**config.mk**
```make
export PLATFORM = sky130hd
export DESIGN_NAME = tff_counter_ctrl
export DESIGN_NICKNAME = d
export VERILOG_FILES = /design/src/rtl/tff_counter_ctrl.sv
export SDC_FILE = /design/constraint.sdc
export NUM_CORES = 1
export LEC_CHECK = 0
export ABC_AREA = 1
export CAP_MARGIN = 10
export CORE_MARGIN = 3
export CORE_UTILIZATION = 51
export CTS_CLUSTER_DIAMETER = 30
export DETAILED_ROUTE_END_ITERATION = 10
export PLACE_DENSITY_LB_ADDON = 0.25
export REMOVE_ABC_BUFFERS = 1
export SLEW_MARGIN = 20
export SYNTH_ARGS = -nofsm -noshare
export SYNTH_HDL_FRONTEND = slang
export SYNTH_SLANG_ARGS = --single-unit
```
**constraint.sdc**
```tcl
create_clock -name clk -period 2.27 [get_ports clk]
set_clock_uncertainty 0.15 [all_clocks]
set_input_delay 0.227 -clock clk [delete_from_list [all_inputs] [get_ports clk]]
set_output_delay 0.227 -clock clk [all_outputs]
set_load 0.05 [all_outputs]
```
**src/rtl/tff_counter_ctrl.sv**
```systemverilog
// rtl/tff_counter_ctrl.sv - T-flip-flop bank sequenced as a programmable counter
//
// Purpose:
//   A bank of WIDTH T-flops whose toggle vector is computed each cycle by a
//   small IDLE/RUN/DONE controller. The flops only ever update as
//   count <= count ^ toggle (or clear on reset). This makes the controller
//   behave as an up or down counter with a programmable terminal value,
//   in one-shot or continuous mode.
//
// Ports:
//   clk       - clock, all state updates on the rising edge
//   i_rst_n   - asynchronous active-low reset
//   i_start   - start request, only honoured in IDLE (and only without i_stop)
//   i_stop    - abort request, honoured in IDLE and RUN
//   i_mode    - 0 one-shot, 1 continuous (latched at start)
//   i_dir     - 0 count up, 1 count down (latched at start)
//   i_mod     - terminal value (latched at start)
//   o_count   - Q vector of the T-flop bank
//   o_toggle  - T vector applied at the next rising edge
//   o_busy    - high while in RUN
//   o_tc      - high in the RUN cycle where the terminal value is on o_count
//   o_done    - high for the single DONE cycle

module tff_counter_ctrl #(
  parameter int WIDTH = 8
) (
  input  logic             clk,
  input  logic             i_rst_n,
  input  logic             i_start,
  input  logic             i_stop,
  input  logic             i_mode,
  input  logic             i_dir,
  input  logic [WIDTH-1:0] i_mod,
  output logic [WIDTH-1:0] o_count,
  output logic [WIDTH-1:0] o_toggle,
  output logic             o_busy,
  output logic             o_tc,
  output logic             o_done
);

  typedef enum logic [1:0] {
    S_IDLE = 2'd0,
    S_RUN  = 2'd1,
    S_DONE = 2'd2
  } state_t;

  state_t           state;
  state_t           state_next;

  logic [WIDTH-1:0] count;
  logic             mode_q;
  logic             dir_q;
  logic [WIDTH-1:0] mod_q;

  logic             load;
  logic             tc;
  logic [WIDTH-1:0] toggle;
  logic [WIDTH-1:0] toggle_gated;
  logic [WIDTH-1:0] up_mask;
  logic [WIDTH-1:0] down_mask;
  logic [WIDTH-1:0] start_val;
  logic [WIDTH-1:0] reload_val;
  logic             at_term;

  // Ripple-toggle masks: bit i toggles when every lower bit is 1 (up) or
  // 0 (down). Computed per bit against a low-bit mask rather than as a
  // carry chain so each bit is an independent reduction.
  always_comb begin
    logic [WIDTH-1:0] low_mask;
    up_mask   = '0;
    down_mask = '0;
    low_mask  = '0;
    for (int i = 0; i < WIDTH; i++) begin
      low_mask     = (WIDTH'(1) << i) - WIDTH'(1);
      up_mask[i]   = ((count & low_mask) == low_mask);
      down_mask[i] = ((~count & low_mask) == low_mask);
    end
  end

  // Start value for a fresh start comes from the live inputs; the reload
  // value used in continuous mode comes from the settings latched at start.
  assign start_val  = i_dir ? i_mod : '0;
  assign reload_val = dir_q ? mod_q : '0;
  assign at_term    = dir_q ? (count == '0) : (count == mod_q);

  always_comb begin
    state_next = state;
    toggle     = '0;
    tc         = 1'b0;
    load       = 1'b0;
    case (state)
      S_IDLE: begin
        // Stop has priority over start; nothing is latched when both are high.
        if (i_start && !i_stop) begin
          load       = 1'b1;
          toggle     = count ^ start_val;
          state_next = S_RUN;
        end
      end
      S_RUN: begin
        if (i_stop) begin
          // Abort holds the count where it is and suppresses the tc pulse.
          state_next = S_IDLE;
        end else if (at_term) begin
          tc = 1'b1;
          if (mode_q) begin
            // Reload through the T inputs rather than a parallel load path.
            toggle = count ^ reload_val;
          end else begin
            state_next = S_DONE;
          end
        end else begin
          toggle = dir_q ? down_mask : up_mask;
        end
      end
      S_DONE: begin
        state_next = S_IDLE;
      end
      default: begin
        state_next = S_IDLE;
      end
    endcase
  end

  // While reset is held the IDLE start path could otherwise present a
  // non-zero T vector, so the output is forced to zero.
  assign toggle_gated = i_rst_n ? toggle : '0;

  always_ff @(posedge clk or negedge i_rst_n) begin
    if (!i_rst_n) begin
      state  <= S_IDLE;
      count  <= '0;
      mode_q <= 1'b0;
      dir_q  <= 1'b0;
      mod_q  <= '0;
    end else begin
      state <= state_next;
      count <= count ^ toggle_gated;
      if (load) begin
        mode_q <= i_mode;
        dir_q  <= i_dir;
        mod_q  <= i_mod;
      end
    end
  end

  assign o_count  = count;
  assign o_toggle = toggle_gated;
  assign o_busy   = (state == S_RUN);
  assign o_tc     = tc;
  assign o_done   = (state == S_DONE);

endmodule

```
==> results.yml <==
layout:
  n_antenna_cell: 0
  syn2layout_area_growth_pct: 54.5
  final_layout_size_suffix_gt1_share_pct: 32.5
  final_util_pct: 85.4
  finalInstanceArea_mm2: 0.00244
  nets: 329
critical_path:
  critPathLaunchType: "register"
  max_stage_delay_ns: 0.53
  path_class: "register to output pin"
  cpMaxStageDelayCell: "dfrtp_2"
  rr_startpoint: "dir_q"
  crit_path_max_fanout: 8
  r2r_cells: 16
  cp_common_cell: "nand2_2"
  r2r-end: "o_count[5]"
  crit_required_ns: 1.89
  arrival_ns: 2.11
  crit_chain: "buf_4 -> nor2_2 -> nor2_1 -> nor2_1 -> nand3_1 -> nand3b_1 -> nand2_2 -> nand2_1 -> nand2_2 -> nand2_2 -> inv_2 -> buf_12"
  ff2ff_setup_slack_ns: -0.13
  endpoint_kind: "output pin"
synth:
  synth_area_per_cell_um2: 6.24
  ys_ff_latch: 20
  synthFlopType: "dfrtp_1"
  synth_area_mm2: 0.00158
  synth_cell_types: 27
  synthCells: 253
  ys_seq_area_share_pct: 31.7
  synth_warnings: 0
  async_flop_share_pct: 100
  synth-edff-count: 0
timing:
  finalCritPeriodShare_pct: 110
  rsz0062_at_grt: "yes"
  slew_headroom_pct: 66.3
  setup_viol: 10
  final.setup.worst_slack_ns: -0.220
  drv_slew: 0
  tightestPinTransition_ns: 0.504
  hold_violations: 0
  clock.fmax_mhz: 402
  finalCriticalPeriod_ns: 2.49
clock_network:
  cts.sinks: 20
  htreeDepth: 1
  postCtsHoldBufs: 0
  cts_tree: "done"
  cts-root-buf: "clkbuf_4"
  clk_pin_slew_ns: 0.12
  cts_buffers: 3
  clkLatencyLatePin_ns: 0.31
  clockBufferDepth: 2
routing:
  wl_mm: 4.98
  drc: 0
  initialDrtViolationCount: 110
  antenna_left: 0
  vias_per_cell: 5.32
  firstDrtPassIters: 5
  vias: 1836
  routedWlPerCell_um: 14.4
power:
  internal_power_mw: 1.30
  power_frac_comb_pct: 66.7
  power_density_mw_per_mm2: 1090
  netSwitchingFraction_pct: 51.0
  finalPower_mw: 2.65
  peakVddDrop_v: 0.000737
  p_sw_mw: 1.35
  seq_power_share_pct: 25.2
  p_leak_nw: 1.26
  clock_power_share_pct: 8.1
floorplanning:
  ios: 33
  num_rows: 19
  dieHeight_um: 61.6
  start_util_pct: 55.3
  die_w_um: 61.6
  dieArea_mm2: 0.00380
  core_mm2: 0.00285
global_route:
  grtUsageTotal_pct: 26.7
  grt_overflow_total: 0
  grt_max_degree: 37
  grt_pass1_vias: 1637
  grt_pass1_wl_mm: 7.43
  antenna_found_initial: 0
placed_design:
  port_buffers: 32
  place.gp.congestion: 0.901
  place_area_mm2: 0.00205
  dp_hpwl_mm: 3.14
min_path:
  hold_class: "input pin to async pin"
outcome:
  status: "finished, violations left"
  violations: "negative setup slack"
job:
  drv_cap: 0
## worst max-delay path by stage
stage	startpoint	endpoint	slack, ns	cells past startpoint
2_1_floorplan	state[1]	o_toggle[6]	-0.27	10
3_3_place_gp	dir_q	o_toggle[7]	-0.13	12
3_5_place_dp	dir_q	o_toggle[7]	-0.09	12
4_1_cts	o_count[5]	o_toggle[6]	-0.16	12
5_1_grt	dir_q	o_toggle[6]	-0.37	12
6_report	dir_q	o_toggle[6]	-0.22	12
## cells in the final DEF, fill, tap and decap left out, types with 3 or more instances in the layout
cell type,Yosys,final
nand2_1,77,60
inv_1,39,33
nand3_1,36,33
clkdlybuf4s50_1,0,23
buf_4,1,23
o21ai_0,22,22
nand2_2,4,21
nor2_1,18,14
dfrtp_1,20,12
buf_12,0,11
inv_2,5,9
dfrtp_2,0,8
buf_6,1,6
nand3_2,1,4
nor2_4,1,4
nor2_2,3,4
xor2_1,3,3
clkbuf_4,0,3
## repair_timing
| action | in CTS | in global routing |
|---|---|---|
| cloned | 1 | 0 |
| setup buffers | 19 | 9 |
| gates resized for setup | 27 | 26 |
| endpoints found under the setup margin | 9 | 11 |
| pin swaps | 8 | 8 |
## power groups by stage
stage          logic (mW)  registers [mW]  clock network (mW)
2_1_floorplan       0.718           0.863                   0
3_3_place_gp         1.40           0.645                   0
3_5_place_dp         1.41           0.651                   0
4_1_cts              1.57           0.656               0.220
5_1_grt              1.91           0.684               0.239
6_report             1.77           0.668               0.216
## flip-flops by register name, indices dropped and copies added, names as in the netlist
register and cells:
mod_q 8, state 2, mode_q 1, dir_q 1
o_count 8
## cells in the mapped netlist (all sizes together), types with 2 or more instances
library cell | number | area [µm²]
a21oi | 3 | 15.0
nand3b | 2 | 15.0
buf | 5 | 33.8
nand3 | 37 | 190
nand2 | 82 | 325
xor2 | 3 | 26.3
dfrtp | 20 | 500
o21ai | 23 | 115
inv | 44 | 165
clkbuf | 2 | 7.51
xnor2 | 4 | 35.0
nor2 | 22 | 97.6
## worst max-delay path, delay by kind of cell, from the launching register on
| kind | cells | cell delay (ns) |
|---|---|---|
| AND/OR/NAND/NOR | 9 | 0.87 |
| flip-flops | 1 | 0.53 |
| buffers and inverters | 3 | 0.39 |
## cell type report
class,count,area [µm²]
tap,31,38.8
timing repair buffer,63,691
fill,170,415
multi-input combinational,182,987
inverter,45,174
sequential,20,510
clock buffer,4,36.3
## cell families (layout without fill, tap and decap cells)
| logic type | count (synthesis) | count (layout) | share of synthesized area [%] |
|---|---|---|---|
| simple gates | 144 | 144 | 40.2 |
| xor+xnor | 7 | 7 | 3.89 |
| flops | 20 | 20 | 31.7 |
| compound gates | 30 | 31 | 10.9 |
| buf+inv | 52 | 112 | 13.3 |
## metrics by stage
stage          hold slack (ns)  worst slack, ns  std cells  setup TNS (ns)
3_3_place_gp             0.350           -0.131        316          -0.813
3_5_place_dp             0.351          -0.0947        316          -0.365
6_report                 0.118           -0.220        345           -1.58
5_1_grt                  0.103           -0.367        345           -2.67
4_1_cts                  0.117           -0.162        340           -1.37
2_1_floorplan           -0.219           -0.270        246           -1.04
## metal layers
metal / global-route usage [%] / up-vias / part of all wire [%] / routed length (µm)
met5: 0 / - / 0 / 0
met4: 10.0 / 0 / 2.4 / 119
met3: 3.77 / 13 / 7.0 / 350
met2: 44.7 / 79 / 50 / 2500
met1: 34.8 / 838 / 40 / 2010
li1: - / 906 / - / -
(Power assumes the default switching activity.)
